File: config.mk
export PLATFORM = sky130hd
export DESIGN_NAME = clk_div_prog
export DESIGN_NICKNAME = d
export VERILOG_FILES = /design/src/rtl/clk_div_pkg.sv /design/src/rtl/clk_div_cfg.sv /design/src/rtl/clk_div_prog.sv
export SDC_FILE = /design/constraint.sdc
export NUM_CORES = 1
export LEC_CHECK = 0
export ABC_CLOCK_PERIOD_IN_PS = 8000
export CELL_PAD_IN_SITES_DETAIL_PLACEMENT = 0
export CELL_PAD_IN_SITES_GLOBAL_PLACEMENT = 1
export CORE_ASPECT_RATIO = 0.9
export CORE_UTILIZATION = 40
export DETAILED_ROUTE_END_ITERATION = 8
export PLACE_DENSITY_LB_ADDON = 0.1
export SLEW_MARGIN = 20
export SYNTH_ARGS = -nofsm -noshare
export SYNTH_HDL_FRONTEND = slang
export SYNTH_SLANG_ARGS = --single-unit
File: constraint.sdc
create_clock -name clkin -period 8 [get_ports clkin]
set_input_delay 1.6 -clock clkin [delete_from_list [all_inputs] [get_ports clkin]]
set_output_delay 1.6 -clock clkin [all_outputs]
set_load 0.005 [all_outputs]
File: src/rtl/clk_div_pkg.sv
// clk_div_pkg: shared types and constants for the programmable clock divider.
//   state_t   : divider FSM states (IDLE, RUN)
//   DIV_MIN   : smallest divisor the divider will accept
//   cfg_t     : divisor / high-time pair, CFG_DIV_W bits per field
//   clamp_cfg : forces high time into 1..div-1
package clk_div_pkg;

  localparam int unsigned CFG_DIV_W = 8;
  localparam logic [CFG_DIV_W-1:0] DIV_MIN = CFG_DIV_W'(2);

  typedef enum logic {
    IDLE = 1'b0,
    RUN  = 1'b1
  } state_t;

  typedef struct packed {
    logic [CFG_DIV_W-1:0] div;
    logic [CFG_DIV_W-1:0] hi;
  } cfg_t;

  function automatic cfg_t clamp_cfg(input logic [CFG_DIV_W-1:0] div,
                                     input logic [CFG_DIV_W-1:0] hi);
    cfg_t c;
    c.div = div;
    if (hi == '0)
      c.hi = CFG_DIV_W'(1);
    else if (hi >= div)
      c.hi = div - CFG_DIV_W'(1);
    else
      c.hi = hi;
    return c;
  endfunction

endpackage

File: src/rtl/clk_div_cfg.sv
// clk_div_cfg: configuration front end of the programmable clock divider.
// Validates offered configs, clamps the high time, holds a config offered
// while running until the next period boundary, and owns the active config.
// Ports:
//   clk, reset          : clock, synchronous active-high reset
//   i_cfg_valid         : config offered
//   i_cfg_div, i_cfg_hi : requested divisor / high time
//   i_run               : divider FSM is in RUN
//   i_apply             : RUN cycle in which a new config may take effect
//                         (period boundary or leaving RUN)
//   o_cfg_ready         : no config pending
//   o_cfg_err           : one-cycle pulse after a rejected offer
//   o_div, o_hi         : active divisor / high time
module clk_div_cfg
  import clk_div_pkg::*;
#(
  parameter int unsigned DEFAULT_DIV = 3,
  parameter int unsigned DEFAULT_HI  = 1
) (
  input  logic                 clk,
  input  logic                 reset,
  input  logic                 i_cfg_valid,
  input  logic [CFG_DIV_W-1:0] i_cfg_div,
  input  logic [CFG_DIV_W-1:0] i_cfg_hi,
  input  logic                 i_run,
  input  logic                 i_apply,
  output logic                 o_cfg_ready,
  output logic                 o_cfg_err,
  output logic [CFG_DIV_W-1:0] o_div,
  output logic [CFG_DIV_W-1:0] o_hi
);

  cfg_t r_act;
  cfg_t r_pend;
  logic r_pend_vld;
  logic r_err;

  logic w_accept;
  logic w_bad;
  cfg_t w_req;

  assign w_accept = i_cfg_valid && !r_pend_vld;
  assign w_bad    = (i_cfg_div < DIV_MIN);
  assign w_req    = clamp_cfg(i_cfg_div, i_cfg_hi);

  // A fresh accept and a pending config are mutually exclusive because
  // cfg_ready is low whenever something is pending.
  always_ff @(posedge clk) begin
    if (reset) begin
      r_act      <= '{div: CFG_DIV_W'(DEFAULT_DIV), hi: CFG_DIV_W'(DEFAULT_HI)};
      r_pend     <= '0;
      r_pend_vld <= 1'b0;
      r_err      <= 1'b0;
    end else begin
      r_err <= w_accept && w_bad;
      if (w_accept && !w_bad) begin
        // Idle, or offered in the very cycle it may take effect: load now.
        if (!i_run || i_apply) begin
          r_act <= w_req;
        end else begin
          r_pend     <= w_req;
          r_pend_vld <= 1'b1;
        end
      end else if (r_pend_vld && i_apply) begin
        r_act      <= r_pend;
        r_pend_vld <= 1'b0;
      end
    end
  end

  assign o_cfg_ready = !r_pend_vld;
  assign o_cfg_err   = r_err;
  assign o_div       = r_act.div;
  assign o_hi        = r_act.hi;

endmodule

File: src/rtl/clk_div_prog.sv
// clk_div_prog: runtime-programmable clock divider.
// Produces a registered divided clock level (clkout), high for the first
// hi cycles of every div-cycle period, and a one-cycle tick in the last
// cycle of each period. New configs offered while running take effect at
// the next period boundary so no short or long period is ever produced.
// Optional feature macro: CLKDIV_PERIOD_CNT_EN adds the period_cnt output.
// DIV_W must equal clk_div_pkg::CFG_DIV_W (the config struct width).
// Ports:
//   clkin, reset        : clock, synchronous active-high reset
//   en                  : run when high, idle when low
//   cfg_valid/cfg_ready : config handshake
//   cfg_div, cfg_hi     : requested period / high time (clkin cycles)
//   cfg_err             : one-cycle pulse, offered config rejected (div < 2)
//   clkout              : divided clock level
//   tick                : pulse in last cycle of each period
//   cur_div             : active divisor
//   period_cnt          : completed periods (CLKDIV_PERIOD_CNT_EN only)
module clk_div_prog
  import clk_div_pkg::*;
#(
  parameter int unsigned DIV_W       = CFG_DIV_W,
  parameter int unsigned DEFAULT_DIV = 3,
  parameter int unsigned DEFAULT_HI  = 1
`ifdef CLKDIV_PERIOD_CNT_EN
  ,
  parameter int unsigned PCNT_W      = 16
`endif
) (
  input  logic             clkin,
  input  logic             reset,
  input  logic             en,
  input  logic             cfg_valid,
  output logic             cfg_ready,
  input  logic [DIV_W-1:0] cfg_div,
  input  logic [DIV_W-1:0] cfg_hi,
  output logic             cfg_err,
  output logic             clkout,
  output logic             tick,
  output logic [DIV_W-1:0] cur_div
`ifdef CLKDIV_PERIOD_CNT_EN
  ,
  output logic [PCNT_W-1:0] period_cnt
`endif
);

  state_t           r_state;
  state_t           w_state_nxt;
  logic [DIV_W-1:0] r_cnt;
  logic [DIV_W-1:0] w_cnt_nxt;
  logic             r_clkout;
  logic             w_clkout_nxt;
  logic             r_tick;
  logic             w_tick_nxt;

  logic [DIV_W-1:0] w_div_a;
  logic [DIV_W-1:0] w_hi_a;
  logic             w_last;
  logic             w_apply;

  assign w_last  = (r_cnt == w_div_a - DIV_W'(1));
  // Configs change only on a period boundary or when dropping back to IDLE.
  assign w_apply = (r_state == RUN) && (w_last || !en);

  clk_div_cfg #(
    .DEFAULT_DIV (DEFAULT_DIV),
    .DEFAULT_HI  (DEFAULT_HI)
  ) u_cfg (
    .clk         (clkin),
    .reset       (reset),
    .i_cfg_valid (cfg_valid),
    .i_cfg_div   (cfg_div),
    .i_cfg_hi    (cfg_hi),
    .i_run       (r_state == RUN),
    .i_apply     (w_apply),
    .o_cfg_ready (cfg_ready),
    .o_cfg_err   (cfg_err),
    .o_div       (w_div_a),
    .o_hi        (w_hi_a)
  );

  // At a boundary cnt_nxt is 0; hi >= 1 and div >= 2 for any config, so
  // comparing against the outgoing config gives the same result as the
  // incoming one.
  always_comb begin
    w_state_nxt  = r_state;
    w_cnt_nxt    = '0;
    w_clkout_nxt = 1'b0;
    w_tick_nxt   = 1'b0;
    case (r_state)
      IDLE: begin
        if (en) begin
          w_state_nxt  = RUN;
          w_clkout_nxt = 1'b1;
        end
      end
      RUN: begin
        if (!en) begin
          w_state_nxt = IDLE;
        end else begin
          w_cnt_nxt    = w_last ? '0 : r_cnt + DIV_W'(1);
          w_clkout_nxt = (w_cnt_nxt < w_hi_a);
          w_tick_nxt   = (w_cnt_nxt == w_div_a - DIV_W'(1));
        end
      end
    endcase
  end

  always_ff @(posedge clkin) begin
    if (reset) begin
      r_state  <= IDLE;
      r_cnt    <= '0;
      r_clkout <= 1'b0;
      r_tick   <= 1'b0;
    end else begin
      r_state  <= w_state_nxt;
      r_cnt    <= w_cnt_nxt;
      r_clkout <= w_clkout_nxt;
      r_tick   <= w_tick_nxt;
    end
  end

`ifdef CLKDIV_PERIOD_CNT_EN
  logic [PCNT_W-1:0] r_pcnt;

  // tick is never high in IDLE, so the count holds there naturally.
  always_ff @(posedge clkin) begin
    if (reset)
      r_pcnt <= '0;
    else if (r_tick)
      r_pcnt <= r_pcnt + PCNT_W'(1);
  end

  assign period_cnt = r_pcnt;
`endif

  assign clkout  = r_clkout;
  assign tick    = r_tick;
  assign cur_div = w_div_a;

endmodule

==> results of run 1 <==
cell families (layout without fill, tap and decap cells):
family | count (synthesis) | count (layout)
buf+inv | 43 | 65
xor+xnor | 32 | 32
compound gates | 75 | 75
simple gates | 136 | 136
mux | 2 | 2
fa+ha+maj | 18 | 18
flops | 45 | 45
per-layer routing:
metal	wire, um	part of all wire	vias up	GRT usage
li1	-	-	1276	-
met1	3580	0.49	1162	0.272
met2	3290	0.45	61	0.339
met3	335	0.046	6	0.0275
met4	55	0.0076	0	0.0476
met5	0	0	-	0
worst reg2reg max path: cells and delay by family, from the launching register on:
family	cells	cell delay, ns
muxes	1	0.38
and+or+nand+nor	2	0.58
adders and majority gates	2	0.61
AOI/OAI and AO/OA	7	1.63
buffers and inverters	1	0.12
DFF	1	0.39
registers in the layout, indices dropped and copies added (netlist names):
signal	count
clkout	1
u_cfg.r_pend	16
r_state	1
r_cnt	8
u_cfg.o_cfg_err	1
u_cfg.r_pend_vld	1
tick	1
u_cfg.o_hi	8
u_cfg.o_div	8
area by class of cell:
class	instances	share of cell area
Clock buffer	6	0.0250
Inverter	24	0.0273
Timing Repair Buffer	33	0.0985
Multi-Input combinational cell	263	0.538
Clock inverter	2	0.00417
Tap cell	90	0.0341
Sequential cell	45	0.273
path summary, 6_finish.rpt:
path | from | to | cells past startpoint
min reg2reg | u_cfg.r_pend[10] | u_cfg.r_pend[10] | 2
max | cfg_div[2] | u_cfg.o_hi[5] | 10
min | u_cfg.r_pend[10] | u_cfg.r_pend[10] | 2
max reg2reg | u_cfg.o_div[0] | clkout | 13
metrics by stage:
stage	hold WS, ns	instances	power, W
after floorplan	0.436	351	0.000335
after global placement	0.445	455	0.000377
after detailed placement	0.447	455	0.000376
after CTS	0.460	463	0.000530
after global routing	0.483	463	0.000554
final	0.460	463	0.000525
report_power, final:
part / switching, W / internal [W] / leakage, nW
Combinational: 0.0000692 / 0.0000567 / 0.854
Sequential: 0.0000113 / 0.000235 / 0.367
Clock: 0.0000826 / 0.0000702 / 0.0512
Total: 0.000163 / 0.000362 / 1.27
placed cells by master (no fill, tap or decap), types with 3 or more instances in the layout:
cell	count
a211o_1	4
a211oi_1	3
a21o_1	4
a21oi_1	16
a311oi_1	6
a31oi_1	3
a32o_1	5
and3_1	3
clkbuf_8	6
clkdlybuf4s50_1	31
dfxtp_1	45
ha_1	18
inv_1	24
nand2_1	36
nand2b_1	8
nand3_1	9
nor2_1	41
nor3_1	17
nor4_1	3
o211ai_1	6
o21ai_0	6
o31ai_1	6
or4_1	3
xnor2_1	21
xor2_1	10
==> results.txt, run 1 <==
global placer's final weighted congestion: 0.790
critical path arrival: 4.55 ns
R2R Setup Slk: 4.23 ns
period utilisation layout: 0.547
Final Cell Area: 3300 um^2
Avg Inst Size Synth: 8.17 um^2
initial core utilization: 0.424
port bufs: 31
layout cells sized above 1: 0.0590
CP required: 8.17 ns
post-synthesis sequential area ratio: 0.314
DIE WIDTH: 91.3 um
Worst path slowest cell: or4_1
Die ar.: 7510 um^2
clk sink count: 45
TritonCTS Buffers: 5
Placement Cell Area: 3210 um^2
count of final max-slew check failures: 0
top_reg_cell synth: dfxtp_1
WL per Instance: 15.7 um
multi-input logic area: 1780 um^2
clk slew on worst S/H paths: 0.10 ns
crit path launch type: input port
Crit path largest cell delay: 0.57 ns
CTS H-tree depth: 2
complex-gate fraction of the synthesized area: 0.198
Final Setup Violations: 0
min-delay worst type: register to register
synthesized flop and latch total: 45
# diodes: 0
worst path cell trace: clkdlybuf4s50_1, or4_1, or3_4, o21ai_4, o21ai_0, o31ai_1, buf_4, nor2_1, o211ai_1, o31ai_1
fillers: 693
boundary pin count: 32
CTS tree: yes
Worst setup EP type: register
post-cts sizing count: 0
fraction of registers with async set/reset: 0
post-synthesis adder-cell area fraction: 0.0785
Fmax achieved: 0.228 GHz
synth warn: 0
Post-synth EDFFs: 0
Synth Instances: 351
Buf/Inv on CP: 2
min Tclk post-route: 4.38 ns
largest family of logic cells by synthesized area: simple AND/OR/NAND/NOR gates
DP Worst Slack: 3.31 ns
crit-path most repeated cell: o31ai_1
endpoints failing hold: 0
post-CTS setup buffers: 0
Post-DRT Antenna Nets: 0
Pre-antenna DRT Iters: 5
critical path class: input port to register
mux cell area share after synthesis: 0.00742
global-route usage over all layers: 0.200
grt total ovfl: 0
post-DP HPWL: 5.46 mm
area share of the largest cell type after synthesis: 0.314
pwr dens: 159 nW/um^2
synth top area cells: dfxtp_1, ha_1, xnor2_1
status: finished, final reports clean
root buffer cell: clkbuf_8
DRC: 0
cts hold-fix bufs: 0
area leader, netlist: dfxtp_1
P_leak: 1.27 nW
CP delay by family, top: compound AO/OA/AOI/OAI gates
vias per inst: 5.41
largest net degree at the start of global routing: 37
peak supply drop: 0.0624 mV
Slew @ Worst Pin: 1.04 ns
initial antenna violation count: 0
PnR worst setup slack: 3.62 ns
vias after detailed routing: 2505
CP Max Fanout: 17
Mapped Area: 2870 um^2
Post-Synth Simple-Gate Area: 0.234
post-synthesis cell type count: 57
global-route wire length before repair: 11.7 mm
fin nets: 410
max_slew headroom: 0.298
routed wire length: 7.26 mm
post-layout util: 0.489
Area Overhead vs Synth: 15.2%
final setup skew: 0.0159 ns
vias in the first global route: 2334
Post-synth top cells: dfxtp_1, nor2_1, nand2_1, inv_1, xnor2_1
FF/Latch Area: 901 um^2
Site Rows: 28
Iter 0 DRT Violations: 132
RSZ-0062 raised after global routing: no
XOR/XNOR Fraction of Synth Area: 0.103
setup TNS: 0 ns
synthesized net count: 389
max cap viols: 0
Worst-Skew Late Latency: 0.30 ns
cell with the most instances after synthesis: dfxtp_1
clk buf depth: 2
Core ar.: 6760 um^2
DIE HEIGHT: 82.3 um
Power figures use the tool's default switching activity.
==> run 2, diff against run 1 <==
ABC_CLOCK_PERIOD_IN_PS = 4059   (was 8000)
clock period = 4.06 ns   (was 8 ns; I/O delays follow)
==> results.txt, run 2 (synthesis results as in run 1) <==
Pre-antenna DRT Iters: 4 (was 5)
pwr dens: 325 nW/um^2 (was 159 nW/um^2)
period utilisation layout: 0.826
Worst setup EP type: register (unchanged)
most common cell after layout, fill and taps aside: dfxtp_1 (unchanged)
RSZ-0062 raised after global routing: no (unchanged)
max reg flops: 16 (unchanged)
status: finished, final reports clean (unchanged)
Worst-Skew Late Latency: 0.30 ns (about the same)
clk sink count: 45 (unchanged)
FF/Latch Area: 901 um^2 (unchanged)
count of final max-slew check failures: 0 (unchanged)
port bufs: 31 (unchanged)
Inst Count DP: 462 (was 455)
DRC: 0 (unchanged)
clk buf depth: 2 (unchanged)
grt total ovfl: 0 (unchanged)
critical path class: register to register (was input port to register)
# diodes: 0 (unchanged)
most frequent cells in the layout: dfxtp_1, nor2_1, nand2_1 (unchanged)
initial core utilization: 0.424 (unchanged)
Fmax achieved: 0.298 GHz
global-route usage over all layers: 0.214 (was 0.200)
crit path launch type: register (was input port)
global-route wire length before repair: 12.4 mm (was 11.7 mm)
layout cells sized above 1: 0.0763 (was 0.0590)
Slew @ Worst Pin: 0.627 ns (was 1.04 ns)
fin nets: 417 (was 410)
routed wire length: 7.32 mm (was 7.26 mm)
Top reg by flops: u_cfg.r_pend (unchanged)
setup TNS: 0 ns (unchanged)
CP Max Fanout: 14 (was 17)
multi-input logic area: 1780 um^2 (unchanged)
Final Setup Violations: 0 (unchanged)
endpoints failing hold: 0 (unchanged)
CTS H-tree depth: 2 (unchanged)
peak supply drop: 0.154 mV (was 0.0624 mV)
vias in the first global route: 2408 (was 2334)
CP required: 4.29 ns (was 8.17 ns)
largest net degree at the start of global routing: 36 (was 37)
critical path arrival: 3.59 ns (was 4.55 ns)
Die ar.: 7510 um^2 (unchanged)
P_leak: 1.31 nW (was 1.27 nW)
min-delay worst type: register to register (unchanged)
TritonCTS Buffers: 5 (unchanged)
CP delay by family, top: compound AO/OA/AOI/OAI gates (unchanged)
final setup skew: 0.00901 ns (was 0.0159 ns)
DIE HEIGHT: 82.3 um (unchanged)
max_slew headroom: 0.581 (was 0.298)
Area Overhead vs Synth: 17.8% (was 15.2%)
vias per inst: 5.34 (was 5.41)
Layout Cells excl Fill: 470 (was 463)
post-CTS setup buffers: 0 (unchanged)
initial antenna violation count: 0 (unchanged)
boundary pin count: 32 (unchanged)
fillers: 691 (was 693)
CTS tree: yes (unchanged)
global placer's final weighted congestion: 0.821 (was 0.790)
worst path cell trace: inv_1, ha_1, nor3b_2, mux2_2, o22ai_1, o2111a_1, buf_4, nor2_1, ha_1, a21o_1, a21oi_1, o21ai_0, a31oi_1 (was clkdlybuf4s50_1, or4_1, or3_4, o21ai_4, o21ai_0, o31ai_1, buf_4, nor2_1, o211ai_1, o31ai_1)
Iter 0 DRT Violations: 133 (was 132)
crit-path most repeated cell: ha_1 (was o31ai_1)
post-cts sizing count: 0 (unchanged)
Site Rows: 28 (unchanged)
max cap viols: 0 (unchanged)
WL per Instance: 15.6 um (was 15.7 um)
Worst path slowest cell: o2111a_1 (was or4_1)
Core ar.: 6760 um^2 (unchanged)
Buf/Inv on CP: 2 (unchanged)
post-DP HPWL: 5.59 mm (was 5.46 mm)
clk slew on worst S/H paths: 0.09 ns (was 0.10 ns)
cts hold-fix bufs: 0 (unchanged)
DIE WIDTH: 91.3 um (unchanged)
Post-DRT Antenna Nets: 0 (unchanged)
root buffer cell: clkbuf_8 (unchanged)
Crit path largest cell delay: 0.41 ns (was 0.57 ns)
min Tclk post-route: 3.36 ns
vias after detailed routing: 2511 (was 2505)
[run 2: changes by cell type in the layout (fill, tap and decap cells not counted)]
cell | previous run | this run
clkinvlp_4 | 0 | 1
buf_4 | 2 | 9
bufinv_16 | 0 | 1
clkinv_2 | 1 | 0
clkinv_4 | 1 | 0
[run 2: path summary, 6_finish.rpt]
| check | start | endpoint | slack, ns | cells after the start |
|---|---|---|---|---|
| max reg2reg | u_cfg.o_div[0] | clkout | 0.70 | 13 |
| min reg2reg | u_cfg.r_pend[15] | u_cfg.r_pend[15] | 0.46 | 2 |
| max | u_cfg.o_div[0] | clkout | 0.70 | 13 |
| min | u_cfg.r_pend[15] | u_cfg.r_pend[15] | 0.46 | 2 |
[run 2: final cells by class]
class,count,share of cell area
clock inverter,2,0.0111
clock buffer,6,0.0244
sequential,45,0.267
tap,90,0.0333
timing repair buffer,40,0.112
inverter,24,0.0267
multi-input combinational,263,0.526
[run 2: power breakdown]
group          total [W]  internal [W]  switching (W)
clock           0.000360      0.000200       0.000160
combinational   0.000254      0.000118       0.000136
sequential      0.000484      0.000462      0.0000222
[run 2: metal layers]
metal | GRT usage | vias to the layer above | wire [um]
li1 | - | 1291 | -
met1 | 0.296 | 1161 | 3750
met2 | 0.347 | 47 | 3200
met3 | 0.0311 | 12 | 250
met4 | 0.0667 | 0 | 119
met5 | 0 | - | 0
[run 2: tightest hold or removal path, cell delays in order (launching register included)]
cell	delay [ns]
dfxtp_1	0.32
nand2_1	0.05
a21oi_1	0.05
[run 2: metrics by stage]
step | total power, W | worst slack, ns | util | hold WS [ns] | instance area, um^2
6_report | 0.00110 | 0.705 | 0.500 | 0.459 | 3380
5_1_grt | 0.00116 | 0.374 | 0.500 | 0.479 | 3380
2_1_floorplan | 0.000660 | 1.08 | - | 0.436 | 2870
4_1_cts | 0.00111 | 0.692 | 0.500 | 0.462 | 3380
3_5_place_dp | 0.000747 | 0.428 | 0.482 | 0.448 | 3260
3_3_place_gp | 0.000747 | 0.449 | 0.482 | 0.444 | 3260
==> run 3, diff against run 2 <==
ABC_CLOCK_PERIOD_IN_PS = 3520   (was 4059)
clock period = 3.52 ns   (was 4.06 ns; I/O delays follow)
==> results.txt, run 3 (synthesis results as in run 1) <==
crit path launch type: register (unchanged)
pwr dens: 351 nW/um^2 (was 325 nW/um^2)
largest net degree at the start of global routing: 36 (unchanged)
global-route usage over all layers: 0.205 (was 0.214)
global placer's final weighted congestion: 0.855 (was 0.821)
post-CTS setup buffers: 0 (unchanged)
clk buf depth: 2 (unchanged)
DRC: 0 (unchanged)
CP delay by family, top: compound AO/OA/AOI/OAI gates (unchanged)
post-layout util: 0.506 (was 0.500)
clk sink count: 45 (unchanged)
Worst path slowest cell: o2111a_1 (unchanged)
status: finished, final reports clean (unchanged)
routed wire length: 7.40 mm (was 7.32 mm)
most frequent cells in the layout: dfxtp_1, nor2_1, nand2_1 (unchanged)
Post-DRT Antenna Nets: 0 (unchanged)
# diodes: 0 (unchanged)
Slew @ Worst Pin: 0.747 ns (was 0.627 ns)
worst path cell trace: inv_1, ha_1, nor3b_2, nor3b_1, and3b_1, o2111a_1, buf_4, nor2_1, ha_1, a21o_1, a21o_1, a21oi_1, o21ai_0, a31oi_1 (was inv_1, ha_1, nor3b_2, mux2_2, o22ai_1, o2111a_1, buf_4, nor2_1, ha_1, a21o_1, a21oi_1, o21ai_0, a31oi_1)
Die ar.: 7510 um^2 (unchanged)
Power Total: 0.00120 W (was 0.00110 W)
Iter 0 DRT Violations: 102 (was 133)
cts hold-fix bufs: 0 (unchanged)
WL per Instance: 15.4 um (was 15.6 um)
final setup skew: 0.0132 ns (was 0.00901 ns)
vias after detailed routing: 2553 (was 2511)
post-cts sizing count: 0 (unchanged)
TritonCTS Buffers: 5 (unchanged)
endpoints failing hold: 0 (unchanged)
CP Max Fanout: 12 (was 14)
Pre-antenna DRT Iters: 4 (unchanged)
min Tclk post-route: 3.30 ns (was 3.36 ns)
root buffer cell: clkbuf_8 (unchanged)
peak supply drop: 0.166 mV (was 0.154 mV)
Worst setup EP type: register (unchanged)
boundary pin count: 32 (unchanged)
Top reg by flops: u_cfg.r_pend (unchanged)
Final Cell Area: 3420 um^2 (was 3380 um^2)
critical path class: register to register (unchanged)
max_slew headroom: 0.498 (was 0.581)
layout cells sized above 1: 0.0977 (was 0.0763)
P_leak: 1.35 nW (was 1.31 nW)
Site Rows: 28 (unchanged)
Placement Cell Area: 3330 um^2 (was 3260 um^2)
initial antenna violation count: 0 (unchanged)
Worst-Skew Late Latency: 0.30 ns (about the same)
vias per inst: 5.33 (was 5.34)
Fmax achieved: 0.303 GHz (was 0.298 GHz)
critical path arrival: 3.53 ns (was 3.59 ns)
vias in the first global route: 2358 (was 2408)
setup TNS: 0 ns (unchanged)
count of final max-slew check failures: 0 (unchanged)
DIE WIDTH: 91.3 um (unchanged)
CP required: 3.75 ns (was 4.29 ns)
max cap viols: 0 (unchanged)
Final Setup Violations: 0 (unchanged)
grt total ovfl: 0 (unchanged)
post-DP HPWL: 5.71 mm (was 5.59 mm)
DIE HEIGHT: 82.3 um (unchanged)
Crit path largest cell delay: 0.40 ns (was 0.41 ns)
RSZ-0062 raised after global routing: no (unchanged)
initial core utilization: 0.424 (unchanged)
port bufs: 31 (unchanged)
max reg flops: 16 (unchanged)
Area Overhead vs Synth: 19.4% (was 17.8%)
most common cell after layout, fill and taps aside: dfxtp_1 (unchanged)
CTS H-tree depth: 2 (unchanged)
min-delay worst type: register to register (unchanged)
Buf/Inv on CP: 2 (unchanged)
fin nets: 426 (was 417)
Core ar.: 6760 um^2 (unchanged)
global-route wire length before repair: 12.0 mm (was 12.4 mm)
clk slew on worst S/H paths: 0.08 ns (was 0.09 ns)
CTS tree: yes (unchanged)
period utilisation layout: 0.938 (was 0.826)
[run 3: cell type report]
cell class / instances / area (um^2)
flip-flops and latches: 45 / 901
fillers: 671 / 3340
clock buffers: 6 / 82.6
inverters: 24 / 90.1
well taps: 90 / 113
repair buffers: 49 / 445
multi-input cells: 263 / 1780
clock inverters: 2 / 13.8
[run 3: final timing paths]
path,endpoint,slack (ns),cells past startpoint,startpoint
max,clkout,0.22,14,u_cfg.o_div[0]
min,u_cfg.r_pend[10],0.46,2,u_cfg.r_pend[10]
max reg2reg,clkout,0.22,14,u_cfg.o_div[0]
min reg2reg,u_cfg.r_pend[10],0.46,2,u_cfg.r_pend[10]
[run 3: where the power goes]
| group | switching, W | leakage, nW | internal [W] |
|---|---|---|---|
| Sequential | 0.0000236 | 0.367 | 0.000533 |
| Clock | 0.000181 | 0.0512 | 0.000159 |
| Combinational | 0.000161 | 0.932 | 0.000144 |
| Total | 0.000366 | 1.35 | 0.000837 |
[run 3: worst min-delay path: stages, from the launching register on]
cell and delay, ns:
dfxtp_1 0.31, nand2_1 0.05, a21oi_1 0.05
[run 3: per-layer routing]
metal | wire length (um) | up-vias | part of all wire | global-route usage
met5 | 0 | - | 0 | 0
met4 | 47 | 0 | 0.0064 | 0.0429
met3 | 245 | 5 | 0.033 | 0.0284
met2 | 3240 | 45 | 0.44 | 0.338
met1 | 3860 | 1186 | 0.52 | 0.288
li1 | - | 1317 | - | -
[run 3: per-stage QoR]
stage	hold WS, ns	instances	setup WS (ns)
after floorplan	0.436	351	0.627
after global placement	0.444	471	0.120
after detailed placement	0.447	471	0.122
after CTS	0.459	479	0.216
after global routing	0.478	479	0.00230
final	0.458	479	0.217
